===== config.mk =====
export PLATFORM = sky130hd
export DESIGN_NAME = compare_arbiter_flat
export DESIGN_NICKNAME = d
export VERILOG_FILES = /design/src/rtl/compare_arbiter_if.sv /design/src/rtl/compare_arbiter.sv /design/src/flat_wrapper.sv
export SDC_FILE = /design/constraint.sdc
export NUM_CORES = 1
export LEC_CHECK = 0
export CORE_MARGIN = 3
export CORE_UTILIZATION = 50
export CTS_CLUSTER_DIAMETER = 200
export DETAILED_ROUTE_END_ITERATION = 12
export DONT_BUFFER_PORTS = 1
export PLACE_DENSITY = 0.72
export SLEW_MARGIN = 10
export SYNTH_ARGS = -nofsm -noshare
export SYNTH_HDL_FRONTEND = slang
export SYNTH_SLANG_ARGS = --single-unit

===== constraint.sdc =====
create_clock -name clk -period 1.8 [get_ports clk]
set_input_delay 0.36 -clock clk [delete_from_list [all_inputs] [get_ports clk]]
set_output_delay 0.36 -clock clk [all_outputs]
set_load 0.02 [all_outputs]

===== src/rtl/compare_arbiter_if.sv =====
// Bundle between the requesters, the shared comparator and compare_arbiter.
// The slave modport is the arbiter's view; master is the requester/comparator side.
interface compare_arbiter_if #(
    parameter int WIDTH = 4,
    parameter int NREQ  = 4
);
    localparam int IDW = (NREQ > 1) ? $clog2(NREQ) : 1;

    logic [NREQ-1:0]       req;
    logic [NREQ*WIDTH-1:0] a_in;
    logic [NREQ*WIDTH-1:0] b_in;
    logic [NREQ-1:0]       ack;
    logic                  res_lt;
    logic                  res_eq;
    logic                  res_gt;
    logic [IDW-1:0]        res_id;
    logic                  busy;
    logic                  err;
    logic [WIDTH-1:0]      cmp_a;
    logic [WIDTH-1:0]      cmp_b;
    logic                  cmp_lt;
    logic                  cmp_eq;
    logic                  cmp_gt;

    modport slave (
        input  req, a_in, b_in, cmp_lt, cmp_eq, cmp_gt,
        output ack, res_lt, res_eq, res_gt, res_id, busy, err, cmp_a, cmp_b
    );

    modport master (
        output req, a_in, b_in, cmp_lt, cmp_eq, cmp_gt,
        input  ack, res_lt, res_eq, res_gt, res_id, busy, err, cmp_a, cmp_b
    );
endinterface


===== src/rtl/compare_arbiter.sv =====
// Round-robin sharing of one combinational comparator between NREQ requesters.
// state | meaning
// IDLE  | sample req, pick next requester, load comparator operands
// WAIT  | comparator settled: capture result, pulse ack, advance pointer
// DONE  | ack low again, return to IDLE
module compare_arbiter #(
    parameter int WIDTH = 4,
    parameter int NREQ  = 4
) (
    input  logic                clk,
    input  logic                rst,
    compare_arbiter_if.slave    bus
);
    localparam int IDW = (NREQ > 1) ? $clog2(NREQ) : 1;

    typedef enum logic [1:0] {S_IDLE, S_WAIT, S_DONE} state_t;

    state_t           state_q, state_d;
    logic [IDW-1:0]   gnt_q, gnt_d;
    logic [IDW-1:0]   last_q, last_d;
    logic [WIDTH-1:0] cmp_a_q, cmp_a_d;
    logic [WIDTH-1:0] cmp_b_q, cmp_b_d;
    logic             res_lt_q, res_lt_d;
    logic             res_eq_q, res_eq_d;
    logic             res_gt_q, res_gt_d;
    logic [IDW-1:0]   res_id_q, res_id_d;
    logic [NREQ-1:0]  ack_q, ack_d;
    logic             busy_q, busy_d;
    logic             err_q, err_d;

    logic [IDW-1:0]   pick;
    logic             found;
    int               cand;
    logic [IDW-1:0]   cand_idx;
    logic             onehot;

    // Search upward from last+1 so the most recently served requester goes last.
    always_comb begin
        pick     = '0;
        found    = 1'b0;
        cand     = 0;
        cand_idx = '0;
        for (int i = 1; i <= NREQ; i++) begin
            cand     = (int'(last_q) + i) % NREQ;
            cand_idx = IDW'(cand);
            if (!found && bus.req[cand_idx]) begin
                found = 1'b1;
                pick  = cand_idx;
            end
        end
    end

    assign onehot = ({bus.cmp_lt, bus.cmp_eq, bus.cmp_gt} == 3'b100) ||
                    ({bus.cmp_lt, bus.cmp_eq, bus.cmp_gt} == 3'b010) ||
                    ({bus.cmp_lt, bus.cmp_eq, bus.cmp_gt} == 3'b001);

    always_comb begin
        state_d  = state_q;
        gnt_d    = gnt_q;
        last_d   = last_q;
        cmp_a_d  = cmp_a_q;
        cmp_b_d  = cmp_b_q;
        res_lt_d = res_lt_q;
        res_eq_d = res_eq_q;
        res_gt_d = res_gt_q;
        res_id_d = res_id_q;
        ack_d    = '0;
        err_d    = err_q;
        case (state_q)
            S_IDLE: begin
                if (found) begin
                    gnt_d   = pick;
                    cmp_a_d = bus.a_in[int'(pick)*WIDTH +: WIDTH];
                    cmp_b_d = bus.b_in[int'(pick)*WIDTH +: WIDTH];
                    state_d = S_WAIT;
                end
            end
            S_WAIT: begin
                res_lt_d      = bus.cmp_lt;
                res_eq_d      = bus.cmp_eq;
                res_gt_d      = bus.cmp_gt;
                res_id_d      = gnt_q;
                ack_d[gnt_q]  = 1'b1;
                last_d        = gnt_q;
                if (!onehot) err_d = 1'b1;
                state_d       = S_DONE;
            end
            S_DONE:  state_d = S_IDLE;
            default: state_d = S_IDLE;
        endcase
        busy_d = (state_d != S_IDLE);
    end

    always_ff @(posedge clk or posedge rst) begin
        if (rst) begin
            state_q  <= S_IDLE;
            gnt_q    <= '0;
            last_q   <= IDW'(NREQ - 1);
            cmp_a_q  <= '0;
            cmp_b_q  <= '0;
            res_lt_q <= 1'b0;
            res_eq_q <= 1'b0;
            res_gt_q <= 1'b0;
            res_id_q <= '0;
            ack_q    <= '0;
            busy_q   <= 1'b0;
            err_q    <= 1'b0;
        end else begin
            state_q  <= state_d;
            gnt_q    <= gnt_d;
            last_q   <= last_d;
            cmp_a_q  <= cmp_a_d;
            cmp_b_q  <= cmp_b_d;
            res_lt_q <= res_lt_d;
            res_eq_q <= res_eq_d;
            res_gt_q <= res_gt_d;
            res_id_q <= res_id_d;
            ack_q    <= ack_d;
            busy_q   <= busy_d;
            err_q    <= err_d;
        end
    end

    assign bus.ack    = ack_q;
    assign bus.res_lt = res_lt_q;
    assign bus.res_eq = res_eq_q;
    assign bus.res_gt = res_gt_q;
    assign bus.res_id = res_id_q;
    assign bus.busy   = busy_q;
    assign bus.err    = err_q;
    assign bus.cmp_a  = cmp_a_q;
    assign bus.cmp_b  = cmp_b_q;
endmodule


===== src/flat_wrapper.sv =====
// flat-port wrapper written by rule: the top's interface ports become plain ports
module compare_arbiter_flat 
#(
    parameter int WIDTH = 4,
    parameter int NREQ  = 4
)
  (clk, rst, bus_req, bus_a_in, bus_b_in, bus_cmp_lt, bus_cmp_eq, bus_cmp_gt, bus_ack, bus_res_lt, bus_res_eq, bus_res_gt, bus_res_id, bus_busy, bus_err, bus_cmp_a, bus_cmp_b);
  compare_arbiter_if #(.WIDTH(WIDTH), .NREQ(NREQ)) bus_i ();
  input  logic clk;
  input  logic rst;
  input wire logic [$bits(bus_i.req)-1:0] bus_req;
  input wire logic [$bits(bus_i.a_in)-1:0] bus_a_in;
  input wire logic [$bits(bus_i.b_in)-1:0] bus_b_in;
  input wire logic [$bits(bus_i.cmp_lt)-1:0] bus_cmp_lt;
  input wire logic [$bits(bus_i.cmp_eq)-1:0] bus_cmp_eq;
  input wire logic [$bits(bus_i.cmp_gt)-1:0] bus_cmp_gt;
  output wire logic [$bits(bus_i.ack)-1:0] bus_ack;
  output wire logic [$bits(bus_i.res_lt)-1:0] bus_res_lt;
  output wire logic [$bits(bus_i.res_eq)-1:0] bus_res_eq;
  output wire logic [$bits(bus_i.res_gt)-1:0] bus_res_gt;
  output wire logic [$bits(bus_i.res_id)-1:0] bus_res_id;
  output wire logic [$bits(bus_i.busy)-1:0] bus_busy;
  output wire logic [$bits(bus_i.err)-1:0] bus_err;
  output wire logic [$bits(bus_i.cmp_a)-1:0] bus_cmp_a;
  output wire logic [$bits(bus_i.cmp_b)-1:0] bus_cmp_b;
  assign bus_i.req = bus_req;
  assign bus_i.a_in = bus_a_in;
  assign bus_i.b_in = bus_b_in;
  assign bus_i.cmp_lt = bus_cmp_lt;
  assign bus_i.cmp_eq = bus_cmp_eq;
  assign bus_i.cmp_gt = bus_cmp_gt;
  assign bus_ack = bus_i.ack;
  assign bus_res_lt = bus_i.res_lt;
  assign bus_res_eq = bus_i.res_eq;
  assign bus_res_gt = bus_i.res_gt;
  assign bus_res_id = bus_i.res_id;
  assign bus_busy = bus_i.busy;
  assign bus_err = bus_i.err;
  assign bus_cmp_a = bus_i.cmp_a;
  assign bus_cmp_b = bus_i.cmp_b;
  compare_arbiter #(.WIDTH(WIDTH), .NREQ(NREQ)) u_core (.clk(clk), .rst(rst), .bus(bus_i));
endmodule

# [Word-level counts from Yosys, hierarchy flattened]
# Index checks and enable logic that the tools add are counted.
[totals] register_bits=25 latch_bits=0 ram_bits=0 mem_bits_ro=0 out_inout_bits=19 word_cells=63 mem_count=0
[classes] add_sub_neg=4 multipliers=0 div_mod_pow=0 n_lt_le_gt_ge=6 n_eq_ne=4 shift=2 mux=21 n_bitwise=1 reduce_logical=13
[op_table] cell="16-bit by 5-bit indexed part select with 4-bit output" count=2
[op_table] cell="2-bit by 3-bit less-than comparator with 1-bit output, second input constant" count=5
[op_table] cell="2-bit 2-to-1 mux" count=5
[op_table] cell="1-bit 2-to-1 mux" count=9
[op_table] cell="1-bit binary-select mux with 2-bit select" count=4
[op_table] cell="2-bit by 1-bit adder with 2-bit output, second input constant" count=2
[op_table] cell="2-bit adder, second input constant" count=2
[op_table] cell="1-bit logical AND" count=4
[op_table] cell="4-bit 2-to-1 mux" count=1
[op_table] cell="2-bit case mux with 2 select lines" count=1
[op_table] cell="2-bit AND reduction" count=2
[op_table] cell="3-bit by 1-bit equality test with 1-bit output, second input constant" count=1
[op_table] cell="3-bit by 2-bit equality test with 1-bit output, second input constant" count=1
[op_table] cell="3-bit equality test, second input constant" count=1
[op_table] cell="1-bit zero test" count=3
[op_table] cell="1-bit demux with 2-bit select" count=1
[op_table] cell="2-bit by 1-bit equality test with 1-bit output, second input constant" count=1
[op_table] cell="2-bit by 1-bit greater-or-equal comparator with 1-bit output, second input constant" count=1
[op_table] cell="2-bit zero test" count=1
[op_table] cell="1-bit logical OR" count=2
[op_table] cell="2-bit nonzero test" count=1
[op_table] cell="1-bit NOT" count=1

# [Longest topological paths before layout]
# Gate-level depths: netlist of run 1.
[logic_depth] ltp_word=16 mapped_depth=7 depth_no_buf=6

# [Worst setup path before layout of run 1]
# OpenSTA, ideal clock, no wires.
[synth_timing] kind="flip-flop to flip-flop" start="reg u_core.last_q[1]" end="reg u_core.cmp_a_q[3], in the netlist u_core.bus.cmp_a[3]" setup_time_ns=0.080 arrival_ns=1.711 required_ns=1.720 path_slack_ns=0.009 stages_incl_launch_ff=7 synth_period_minus_slack_ns=1.791 cell_sequence="dfstp_2 mux2i_1 o22ai_2 nor2_4 clkbuf_4 mux2_2 o211ai_2"
[synth_via] elab_chain_len=14
[synth_lines] item="start: declaration" line_no="compare_arbiter.sv:20" rtl="logic [IDW-1:0] last_q, last_d;"
[synth_lines] item="start signal: assignment" line_no="compare_arbiter.sv:98" rtl="last_q <= IDW'(NREQ - 1);"
[synth_lines] item="start signal: assignment" line_no="compare_arbiter.sv:111" rtl="last_q <= last_d;"
[synth_lines] item="2-bit by 1-bit adder with 2-bit output" line_no="compare_arbiter.sv:44" rtl="cand = (int'(last_q) + i) % NREQ;"
[synth_lines] item="1-bit binary-select mux with 2-bit select" line_no="compare_arbiter.sv:46" rtl="if (!found && bus.req[cand_idx]) begin"
[synth_lines] item="1-bit 2-to-1 mux (implied by the code)" line_no="compare_arbiter.sv:46"
[synth_lines] item="1-bit 2-to-1 mux" line_no="compare_arbiter.sv:46"
[synth_lines] item="1-bit zero test" line_no="compare_arbiter.sv:46"
[synth_lines] item="1-bit logical AND" line_no="compare_arbiter.sv:46"
[synth_lines] item="1-bit 2-to-1 mux" line_no="compare_arbiter.sv:46"
[synth_lines] item="1-bit zero test" line_no="compare_arbiter.sv:46"
[synth_lines] item="1-bit logical AND" line_no="compare_arbiter.sv:46"
[synth_lines] item="1-bit 2-to-1 mux" line_no="compare_arbiter.sv:46"
[synth_lines] item="1-bit zero test" line_no="compare_arbiter.sv:46"
[synth_lines] item="1-bit logical AND" line_no="compare_arbiter.sv:46"
[synth_lines] item="2-bit 2-to-1 mux / 1-bit 2-to-1 mux (equally long branches)" line_no="compare_arbiter.sv:46"
[synth_lines] item="16-bit by 5-bit indexed part select with 4-bit output / 2-bit AND reduction (equally long branches)"
[synth_lines] item="end signal: assignment" line_no="compare_arbiter.sv:112" rtl="cmp_a_q <= cmp_a_d;"
[synth_lines] item="end: declaration" line_no="compare_arbiter.sv:21" rtl="logic [WIDTH-1:0] cmp_a_q, cmp_a_d;"
# Parallel ways exist; a longest one is shown, timed or not. The select of a mux whose other input is x is not followed.
# A chain may end at the register's enable or synchronous reset.

# [Final worst setup path of run 1]
[layout_timing] start="reg u_core.last_q[1]" end="reg u_core.cmp_b_q[0], in the netlist u_core.bus.cmp_b[0]"
[layout_via] elab_chain_len=14
[layout_lines] item="2-bit by 1-bit adder with 2-bit output" line_no="compare_arbiter.sv:44"
[layout_lines] item="1-bit binary-select mux with 2-bit select" line_no="compare_arbiter.sv:46"
[layout_lines] item="1-bit 2-to-1 mux (implied by the code)" line_no="compare_arbiter.sv:46"
[layout_lines] item="1-bit 2-to-1 mux" line_no="compare_arbiter.sv:46"
[layout_lines] item="1-bit zero test" line_no="compare_arbiter.sv:46"
[layout_lines] item="1-bit logical AND" line_no="compare_arbiter.sv:46"
[layout_lines] item="1-bit 2-to-1 mux" line_no="compare_arbiter.sv:46"
[layout_lines] item="1-bit zero test" line_no="compare_arbiter.sv:46"
[layout_lines] item="1-bit logical AND" line_no="compare_arbiter.sv:46"
[layout_lines] item="1-bit 2-to-1 mux" line_no="compare_arbiter.sv:46"
[layout_lines] item="1-bit zero test" line_no="compare_arbiter.sv:46"
[layout_lines] item="1-bit logical AND" line_no="compare_arbiter.sv:46"
[layout_lines] item="2-bit 2-to-1 mux / 1-bit 2-to-1 mux (equally long branches)" line_no="compare_arbiter.sv:46"
[layout_lines] item="16-bit by 5-bit indexed part select with 4-bit output / 2-bit AND reduction (equally long branches)"
[layout_lines] item="end signal: assignment" line_no="compare_arbiter.sv:113" rtl="cmp_b_q <= cmp_b_d;"
[layout_lines] item="end: declaration" line_no="compare_arbiter.sv:22" rtl="logic [WIDTH-1:0] cmp_b_q, cmp_b_d;"
# Parallel ways exist; a longest one is shown, timed or not. The select of a mux whose other input is x is not followed.

==> results of run 1 <==
## registers in the layout, summed over array words and instances, names as in the netlist
signal and flops:
u_core.bus.ack 4, u_core.bus.cmp_a 4, u_core.bus.cmp_b 4, u_core.bus.res_id 2, u_core.gnt_q 2, u_core.last_q 2
u_core.state_q 2, u_core.bus.busy 1, u_core.bus.err 1, u_core.bus.res_eq 1, u_core.bus.res_gt 1, u_core.bus.res_lt 1
## stage by stage
stage / hold slack [ns] / worst slack (ns) / TNS [ns]
floorplan: 0.386 / 0.00889 / 0
global placement: 0.317 / 0.0970 / 0
detailed placement: 0.319 / 0.00294 / 0
CTS: 0.136 / 0.00400 / 0
global route: 0.141 / -0.0558 / -0.354
finish: 0.144 / 0.0279 / 0
## cell families after synthesis
family | synth area share [%]
xor gates and xnor gates | 0.650
buffers and inverters | 4.09
and+or+nand+nor | 20.3
DFF | 46.6
AOI/OAI and AO/OA | 14.9
muxes | 13.4
## what timing repair did
action                                  in CTS  in global routing
hold buffers                                 1                  0
endpoints found under the setup margin       8                  8
resized for setup                            1                  0
hold endpoints to repair                    23                  0
pin swaps                                    1                  1
setup buffers                                0                  1
## area by class of cell
type	count	area (µm²)	share of cell area, %
clock buffers	3	22.5	1.53
clock inverters	1	5.00	0.339
inverters	5	18.8	1.27
multi-input cells	97	668	45.3
flip-flops and latches	25	628	42.6
well taps	30	37.5	2.54
repair buffers	9	95.1	6.45
## critical path: stages (launching register included)
cell	delay [ns]
sky130_fd_sc_hd__dfstp_2	0.61
sky130_fd_sc_hd__mux2i_2	0.26
sky130_fd_sc_hd__o22ai_2	0.12
sky130_fd_sc_hd__nor2_4	0.14
sky130_fd_sc_hd__buf_12	0.16
sky130_fd_sc_hd__mux2_2	0.35
sky130_fd_sc_hd__o211ai_2	0.06
## report_power, final
part	switching (mW)	internal [mW]	total [mW]
clock network	0.165	0.0830	0.248
registers	0.406	0.823	1.23
logic	0.625	0.538	1.16
## per-layer routing
layer / vias up / track usage (%)
li1: 477 / -
met1: 488 / 21.8
met2: 26 / 28.1
met3: 2 / 4.45
met4: 0 / 7.28
met5: - / 0
## cells in the mapped netlist (all sizes together) (2+ instances only)
cell / instances / area share [%]
clkbuf: 3 / 1.1
buf: 3 / 1.6
o21ai: 4 / 1.5
mux2i: 9 / 6.7
mux2: 8 / 6.7
o211ai: 8 / 7.4
a21oi: 2 / 0.74
inv: 4 / 1.1
dfstp: 2 / 3.9
nor2: 4 / 1.7
nand2: 30 / 8.4
dfrtp: 23 / 43
o31ai: 2 / 2.5
nand3: 16 / 5.9
nand2b: 2 / 0.93
## worst min-delay path by stage
stage | from | endpoint | slack (ns) | cells after the start
6_report | bus_cmp_gt | u_core.bus.res_gt | 0.14 | 2
5_1_grt | bus_cmp_eq | u_core.bus.res_eq | 0.14 | 2
4_1_cts | bus_cmp_gt | u_core.bus.res_gt | 0.14 | 2
3_5_place_dp | rst | u_core.bus.cmp_a[0] | 0.32 | 2
3_3_place_gp | rst | u_core.bus.cmp_a[2] | 0.32 | 2
2_1_floorplan | rst | u_core.bus.ack[0] | 0.39 | 1
==> out/results.ini, run 1 <==
[die]
floorplan.die_area_um2 = 3350
initial_core_util_pct = 53.4
die_span_in_x_um = 57.9
floorplan.die.height_um = 57.9
design.core.area_um2 = 2520
io_pins = 60
placementRows = 18

[critical_path]
endpoint = u_core.bus.cmp_b[0]
cp.arrival_ns = 2.02
reg2reg_slack_ns = 0.03
worstReg2RegEnd = u_core.bus.cmp_b[0]
setup.worst_path.start_class = flop
worstRegToRegCells = 6
critical_path_peak_fanout = 16
timing.critical_path.from = u_core.last_q[1]
critPathRequiredTime_ns = 2.05
endpoint_kind = flop
worstReg2RegStart = u_core.last_q[1]
timing.setup.critical_path_class = reg2reg

[logic_synthesis]
synth_cell_types = 33
asyncSetResetFlopFracSynth_pct = 100
yosys_warnings = 0
netlist_area_um2 = 1350
netlist_instances = 133
post_synthesis_sequential_area_ratio_pct = 46.6
synth-main-ff-cell = sky130_fd_sc_hd__dfrtp_1
postSynthNetCount = 174
synth-edff-count = 0
syn-mean-instance-area_um2 = 10.1
synth-seq-cells = 25

[placement]
placed_cells_incl_taps = 164
port_buffers = 0
postPlaceCellArea_um2 = 1430
detailed_place_hpwl_um = 2140
globalplace.congestion = 0.826

[sta]
tightestPinTransition_ns = 0.306
period_minus_slack_ns = 1.77
setup_viol_count_final = 0
worst_slew_margin_rel_pct = 79.6
maxClockFrequency_ghz = 0.564
clock-skew-final_ns = 0.00131
unrepaired_setup_endpoints_after_global_routing = true
hold_violations = 0
slew_viol_final = 0
period_share_pct = 98.5

[clock_network]
clock_latency_ns = 0.31
clk_pin_slew_ns = 0.13
max-clock-path-buffers = 2
tritoncts.num_buffers = 3
cts.root.buffer_cell = sky130_fd_sc_hd__clkbuf_4
clock_tree_from_tritoncts = done
cts_num_sinks = 25
h-tree-depth = 1

[finish]
layout_commonest_cell = sky130_fd_sc_hd__nand2_1
non_filler_cells_final = 170
fillCellCount = 238
antennaDiodeCount = 0
layout-drive-gt1-share_pct = 26.4
area_growth_pct = 9.47
finalNetCount = 182
mostFrequentLayoutCells = 30 x sky130_fd_sc_hd__nand2_1, 23 x sky130_fd_sc_hd__dfrtp_1, 16 x sky130_fd_sc_hd__nand3_1
post-route-util_pct = 58.5
finalInstanceArea_um2 = 1480

[routing]
drc = 0
wire_per_inst_um = 16.4
wirelength_um = 2790
route.antenna.remaining_nets = 0
vias_per_cell = 5.84
routed-wl-met3_um = 208
vias = 993
detail_route.first_pass.iterations = 4
drt-met1-wl_um = 1200
detailed_routed_wire_length_on_met2_um = 1360
drtIter0Drc = 40
uppermost_layer_routed = met4

[global_route]
maximum_number_of_pins_on_one_net_before_global_route_repair = 26
grt_pass1_vias = 999
grt_antenna_before_repair = 0
grt_overflow = 0
globalRouteTotalUtil_pct = 17.3
grt_first_pass_wirelength_um = 4460

[status]
run_status = complete, no violations

[pwr]
power_per_cell_area_nw_per_um2 = 1790
total_leakage_power_nw = 0.673
power_consumption_mw = 2.64
maximum_vdd_drop_v = 0.00124

[run]
max_cap_viol_count = 0

[min_path]
class_of_the_tightest_hold_or_removal_check = in2reg

Note: power is estimated with default switching activity, not from simulation.
==> run 2, diff against run 1 <==
--- a/config.mk
+++ b/config.mk
@@ -11,6 +11,7 @@
 export DETAILED_ROUTE_END_ITERATION = 12
 export DONT_BUFFER_PORTS = 1
 export PLACE_DENSITY = 0.72
+export SKIP_CTS_REPAIR_TIMING = 1
 export SLEW_MARGIN = 10
 export SYNTH_ARGS = -nofsm -noshare
 export SYNTH_HDL_FRONTEND = slang
==> constraint.sdc (replaced) <==
create_clock -name clk -period 1.8 [get_ports clk]
set_input_delay 0.27 -clock clk [delete_from_list [all_inputs] [get_ports clk]]
set_output_delay 0.27 -clock clk [all_outputs]
set_load 0.02 [all_outputs]
==> run 2 against run 1 <==
Via count grew 1.4%. Worst hold slack got worse by 0.094 ns. Combinational power rose by 7%. Highest routed layer unchanged. Sequential cell count stayed put. Largest power group is now combinational logic. Wire length is 4.3% higher. Clock skew fell by 0.00089 ns.
==> out/results.ini, run 2 (synthesized netlist as in run 1, its figures left out) <==
[placement]
globalplace.congestion = 0.824
placed_cells_incl_taps = 164
detailed_place_hpwl_um = 2120
port_buffers = 0
placement.setup.worst_slack_ns = 0.0288
postPlaceCellArea_um2 = 1430

[routing]
vias = 1007
route.antenna.remaining_nets = 0
vias_per_cell = 5.92
wire_per_inst_um = 17.1
detail_route.first_pass.iterations = 4
drc = 0
wirelength_um = 2910
drtIter0Drc = 19

[pwr]
clockPowerShare_pct = 9.2
maximum_vdd_drop_v = 0.00101
power_frac_seq_pct = 45.2
total_leakage_power_nw = 0.694
power_frac_comb_pct = 45.6
internal-power_mw = 1.49
netSwitchingPower_mw = 1.23
netSwitchingFraction_pct = 45.2
power_per_cell_area_nw_per_um2 = 1800

[critical_path]
critical_path_peak_fanout = 8
crit_path_max_incr_delay_ns = 0.61
worstReg2RegStart = u_core.last_q[1]
setup.worst_path.start_class = flop
worstReg2RegEnd = u_core.bus.cmp_b[3]
worstRegToRegCells = 6
critPathRequiredTime_ns = 2.05
endpoint_kind = flop
cp.arrival_ns = 2.02
timing.critical_path.slowest_stage_cell = sky130_fd_sc_hd__dfstp_2
timing.setup.critical_path_class = reg2reg
worstPathCellList = mux2i_2, o22ai_2, nor2_4, clkbuf_16, mux2_4, o211ai_2
reg2reg_slack_ns = 0.03

[finish]
antennaDiodeCount = 0
multiInputGateArea_um2 = 687
layout_commonest_cell = sky130_fd_sc_hd__nand2_1
finalInstanceArea_um2 = 1510
layout-drive-gt1-share_pct = 27.9
fillCellCount = 224
register_area_um2 = 628
finalNetCount = 182
mostFrequentLayoutCells = 30 x sky130_fd_sc_hd__nand2_1, 23 x sky130_fd_sc_hd__dfrtp_1, 16 x sky130_fd_sc_hd__nand3_1
area_growth_pct = 12.2
non_filler_cells_final = 170

[sta]
period_share_pct = 98.4
timing.hold.ws_ns = 0.0495
clock-skew-final_ns = 0.000416
period_minus_slack_ns = 1.77
timing.final.ws_setup_ns = 0.0295
tightestPinTransition_ns = 0.308
unrepaired_setup_endpoints_after_global_routing = true
worst_slew_margin_rel_pct = 79.5
setup_viol_count_final = 0
maxClockFrequency_ghz = 0.565
slew_viol_final = 0
hold_violations = 0

[global_route]
grt_pass1_vias = 1024
grt_antenna_before_repair = 0
grt_first_pass_wirelength_um = 4550
grt_overflow = 0
globalRouteTotalUtil_pct = 17.8
maximum_number_of_pins_on_one_net_before_global_route_repair = 26

[clock_network]
max-clock-path-buffers = 2
clock_latency_ns = 0.31
tritoncts.num_buffers = 3
cts_num_sinks = 25
clk_pin_slew_ns = 0.14
clock_tree_from_tritoncts = done
cts.root.buffer_cell = sky130_fd_sc_hd__clkbuf_4
h-tree-depth = 1

[die]
design.core.area_um2 = 2520
floorplan.die_area_um2 = 3350
floorplan.die.height_um = 57.9
placementRows = 18
die_span_in_x_um = 57.9
io_pins = 60
initial_core_util_pct = 53.4

[min_path]
worstHoldEndpoint = u_core.bus.res_gt
whs_path_depth = 2
hold_path.startpoint = bus_cmp_gt
class_of_the_tightest_hold_or_removal_check = in2reg

[run]
max_cap_viol_count = 0

[status]
run_status = complete, no violations

## run 2: worst max path at each step
stage	from	end	slack, ns	cells after the start
after floorplan	u_core.last_q[1]	u_core.bus.cmp_a[3]	0.009	6
after global placement	u_core.last_q[1]	u_core.bus.cmp_a[2]	0.1	6
after detailed placement	u_core.last_q[1]	u_core.bus.cmp_b[0]	0.03	6
after CTS	u_core.last_q[1]	u_core.bus.cmp_b[0]	-0.006	6
after global routing	u_core.last_q[1]	u_core.bus.cmp_a[3]	-0.06	6
final	u_core.last_q[1]	u_core.bus.cmp_b[3]	0.03	6
## run 2: final cells by class
cell class                 count  area share (%)
clock buffer                   3            1.49
clock inverter                 1           0.331
inverter                       5            1.24
timing repair buffer           9            7.45
tap                           30            2.48
sequential                    25            41.6
multi-input combinational     97            45.4
## run 2: stage by stage
| step | total power, mW | TNS [ns] | util, % |
|---|---|---|---|
| final | 2.72 | 0 | 59.9 |
| after global routing | 2.92 | -0.349 | 59.9 |
| after CTS | 2.65 | -0.0137 | 57.6 |
| after detailed placement | 2.41 | 0 | 56.5 |
| after global placement | 2.35 | 0 | 56.5 |
| after floorplan | 2.08 | 0 | - |
## run 2: routing by layer
| layer | share of wire, % | track usage (%) | wire length [µm] | vias to the layer above |
|---|---|---|---|---|
| met2 | 47 | 28.2 | 1370 | 37 |
| met3 | 8.2 | 5.57 | 238 | 6 |
| met1 | 43 | 21.9 | 1240 | 489 |
| li1 | - | - | - | 475 |
| met5 | 0 | 0 | 0 | - |
| met4 | 2.0 | 9.27 | 57 | 0 |
## run 2: worst max-delay path: cells and delay by family, from the launching register on
| kind | cells | cell delay [ns] |
|---|---|---|
| buf+inv | 1 | 0.19 |
| mux | 2 | 0.56 |
| simple gates | 1 | 0.16 |
| flops | 1 | 0.61 |
| compound gates | 2 | 0.17 |
## run 2: power by group through the flow
stage	registers, mW	logic [mW]	clock network [mW]
global route	1.27	1.37	0.282
detailed placement	1.25	1.16	0
floorplan	1.19	0.896	0
finish	1.23	1.24	0.251
global placement	1.24	1.11	0
CTS	1.24	1.16	0.254
==> run 3, diff against run 2 <==
--- a/config.mk
+++ b/config.mk
@@ -8,9 +8,11 @@
 export CORE_MARGIN = 3
 export CORE_UTILIZATION = 50
 export CTS_CLUSTER_DIAMETER = 200
+export CTS_CLUSTER_SIZE = 40
 export DETAILED_ROUTE_END_ITERATION = 12
 export DONT_BUFFER_PORTS = 1
 export PLACE_DENSITY = 0.72
+export SETUP_SLACK_MARGIN = 0.1
 export SKIP_CTS_REPAIR_TIMING = 1
 export SLEW_MARGIN = 10
 export SYNTH_ARGS = -nofsm -noshare
==> run 3 against run 2 <==
Final area shrank 3.0%. Critical path type unchanged. Clock power is essentially flat. Global-route usage shrank 1.2 points. Worst hold slack lost 0.0023 ns. Critical endpoint is now u_core.bus.cmp_a[3]. Count of clock-buffer cells in the layout is the same. Highest routed layer unchanged. Sequential power is essentially flat. Core utilization shrank 1.8 points.
==> out/results.ini, run 3 (synthesized netlist as in run 1, its figures left out) <==
[placement]
postPlaceCellArea_um2 = 1410
detailed_place_hpwl_um = 2070
globalplace.congestion = 0.809
port_buffers = 0

[critical_path]
critical_path_peak_fanout = 16
endpoint_kind = flop
worstReg2RegEnd = u_core.bus.cmp_a[3]
timing.setup.critical_path_class = reg2reg
cp.arrival_ns = 1.99
crit_path_max_incr_delay_ns = 0.62
worstRegToRegCells = 6
timing.critical_path.slowest_stage_cell = sky130_fd_sc_hd__dfstp_2
setup.worst_path.start_class = flop
worstReg2RegStart = u_core.last_q[1]
reg2reg_slack_ns = 0.06
worstPathCellList = mux2i_2, o22ai_2, nor2_4, buf_12, mux2_2, o211ai_2
critPathRequiredTime_ns = 2.05

[pwr]
power_per_cell_area_nw_per_um2 = 1780
total_leakage_power_nw = 0.662
maximum_vdd_drop_v = 0.000977

[die]
die_span_in_x_um = 57.9
floorplan.die.height_um = 57.9
floorplan.die_area_um2 = 3350
initial_core_util_pct = 53.4
design.core.area_um2 = 2520
io_pins = 60
placementRows = 18

[clock_network]
tritoncts.num_buffers = 3
max-clock-path-buffers = 2
h-tree-depth = 1
clock_tree_from_tritoncts = done
cts.root.buffer_cell = sky130_fd_sc_hd__clkbuf_4
cts_num_sinks = 25
clk_pin_slew_ns = 0.13
clock_latency_ns = 0.32

[routing]
route.antenna.remaining_nets = 0
vias_per_cell = 5.95
wirelength_um = 2730
drtIter0Drc = 24
drc = 0
wire_per_inst_um = 16.2
vias = 1000
detail_route.first_pass.iterations = 4

[global_route]
grt_antenna_before_repair = 0
maximum_number_of_pins_on_one_net_before_global_route_repair = 26
use_met1_pct = 20.1
grt_first_pass_wirelength_um = 4280
grt_overflow = 0
globalRouteTotalUtil_pct = 16.7
use_met3_pct = 3.12
gr-usage-met2_pct = 28.5
grt-busiest-layer = met2
grt_pass1_vias = 940

[finish]
layout_commonest_cell = sky130_fd_sc_hd__nand2_1
register_area_um2 = 628
area_growth_pct = 8.82
finalInstanceArea_um2 = 1470
layout-drive-gt1-share_pct = 26.8
post-route-util_pct = 58.1
multiInputGateArea_um2 = 681
antennaDiodeCount = 0
fillCellCount = 226
finalNetCount = 180
mostFrequentLayoutCells = 30 x sky130_fd_sc_hd__nand2_1, 23 x sky130_fd_sc_hd__dfrtp_1, 16 x sky130_fd_sc_hd__nand3_1

[sta]
tightestPinTransition_ns = 0.303
period_minus_slack_ns = 1.74
unrepaired_setup_endpoints_after_global_routing = true
period_share_pct = 96.7
clock-skew-final_ns = 0.00410
slew_viol_final = 0
hold_violations = 0
worst_slew_margin_rel_pct = 79.8
setup_viol_count_final = 0
maxClockFrequency_ghz = 0.575

[min_path]
hold_path.startpoint = bus_cmp_lt
class_of_the_tightest_hold_or_removal_check = in2reg
worstHoldEndpoint = u_core.bus.res_lt
whs_path_depth = 2

[run]
max_cap_viol_count = 0

[status]
run_status = complete, no violations

==> run 3: metal layers <==
layer / wire, µm / up-vias / part of all wire, %
met5: 0 / - / 0
met4: 40 / 0 / 1.5
met3: 177 / 4 / 6.5
met2: 1390 / 34 / 51
met1: 1120 / 485 / 41
li1: - / 477 / -
==> run 3: through the flow <==
stage                     setup WS, ns  std cells  power [mW]  setup TNS [ns]  hold WS [ns]
after detailed placement        0.0820        163        2.35               0         0.229
after CTS                       0.0448        167        2.60               0        -0.134
after global placement           0.111        163        2.30               0         0.226
final                           0.0595        168        2.62               0        0.0471
after global routing          -0.00512        168        2.82        -0.00512        0.0329
after floorplan                 0.0964        133        2.09               0         0.296
==> run 3: power by group <==
part	internal (mW)	total, mW	switching, mW	leakage [nW]
Clock	0.0848	0.250	0.165	0.0139
Combinational	0.514	1.13	0.617	0.343
Sequential	0.824	1.23	0.411	0.305
==> run 3: worst max path at each step <==
| stage | slack (ns) | end | depth (start not counted) | startpoint |
|---|---|---|---|---|
| 2_1_floorplan | 0.1 | u_core.bus.cmp_a[3] | 6 | u_core.last_q[1] |
| 3_3_place_gp | 0.11 | u_core.bus.cmp_b[1] | 4 | u_core.last_q[0] |
| 3_5_place_dp | 0.08 | u_core.bus.cmp_b[3] | 4 | u_core.last_q[0] |
| 4_1_cts | 0.04 | u_core.bus.cmp_a[3] | 4 | u_core.last_q[0] |
| 5_1_grt | -0.005 | u_core.bus.cmp_b[2] | 6 | u_core.last_q[1] |
| 6_report | 0.06 | u_core.bus.cmp_a[3] | 6 | u_core.last_q[1] |
==> run 3: worst max-delay path, delay by kind of cell, from the launching register on <==
family          cells  cell delay [ns]
compound gates      2             0.17
buf+inv             1             0.17
flops               1             0.62
mux                 2             0.59
simple gates        1             0.11
==> run 3: layout make-up <==
| class | instances | area share [%] |
|---|---|---|
| clock inverter | 1 | 0.512 |
| clock buffer | 3 | 1.54 |
| timing repair buffer | 7 | 4.86 |
| inverter | 5 | 1.28 |
| multi-input combinational | 97 | 46.4 |
| tap | 30 | 2.56 |
| sequential | 25 | 42.8 |
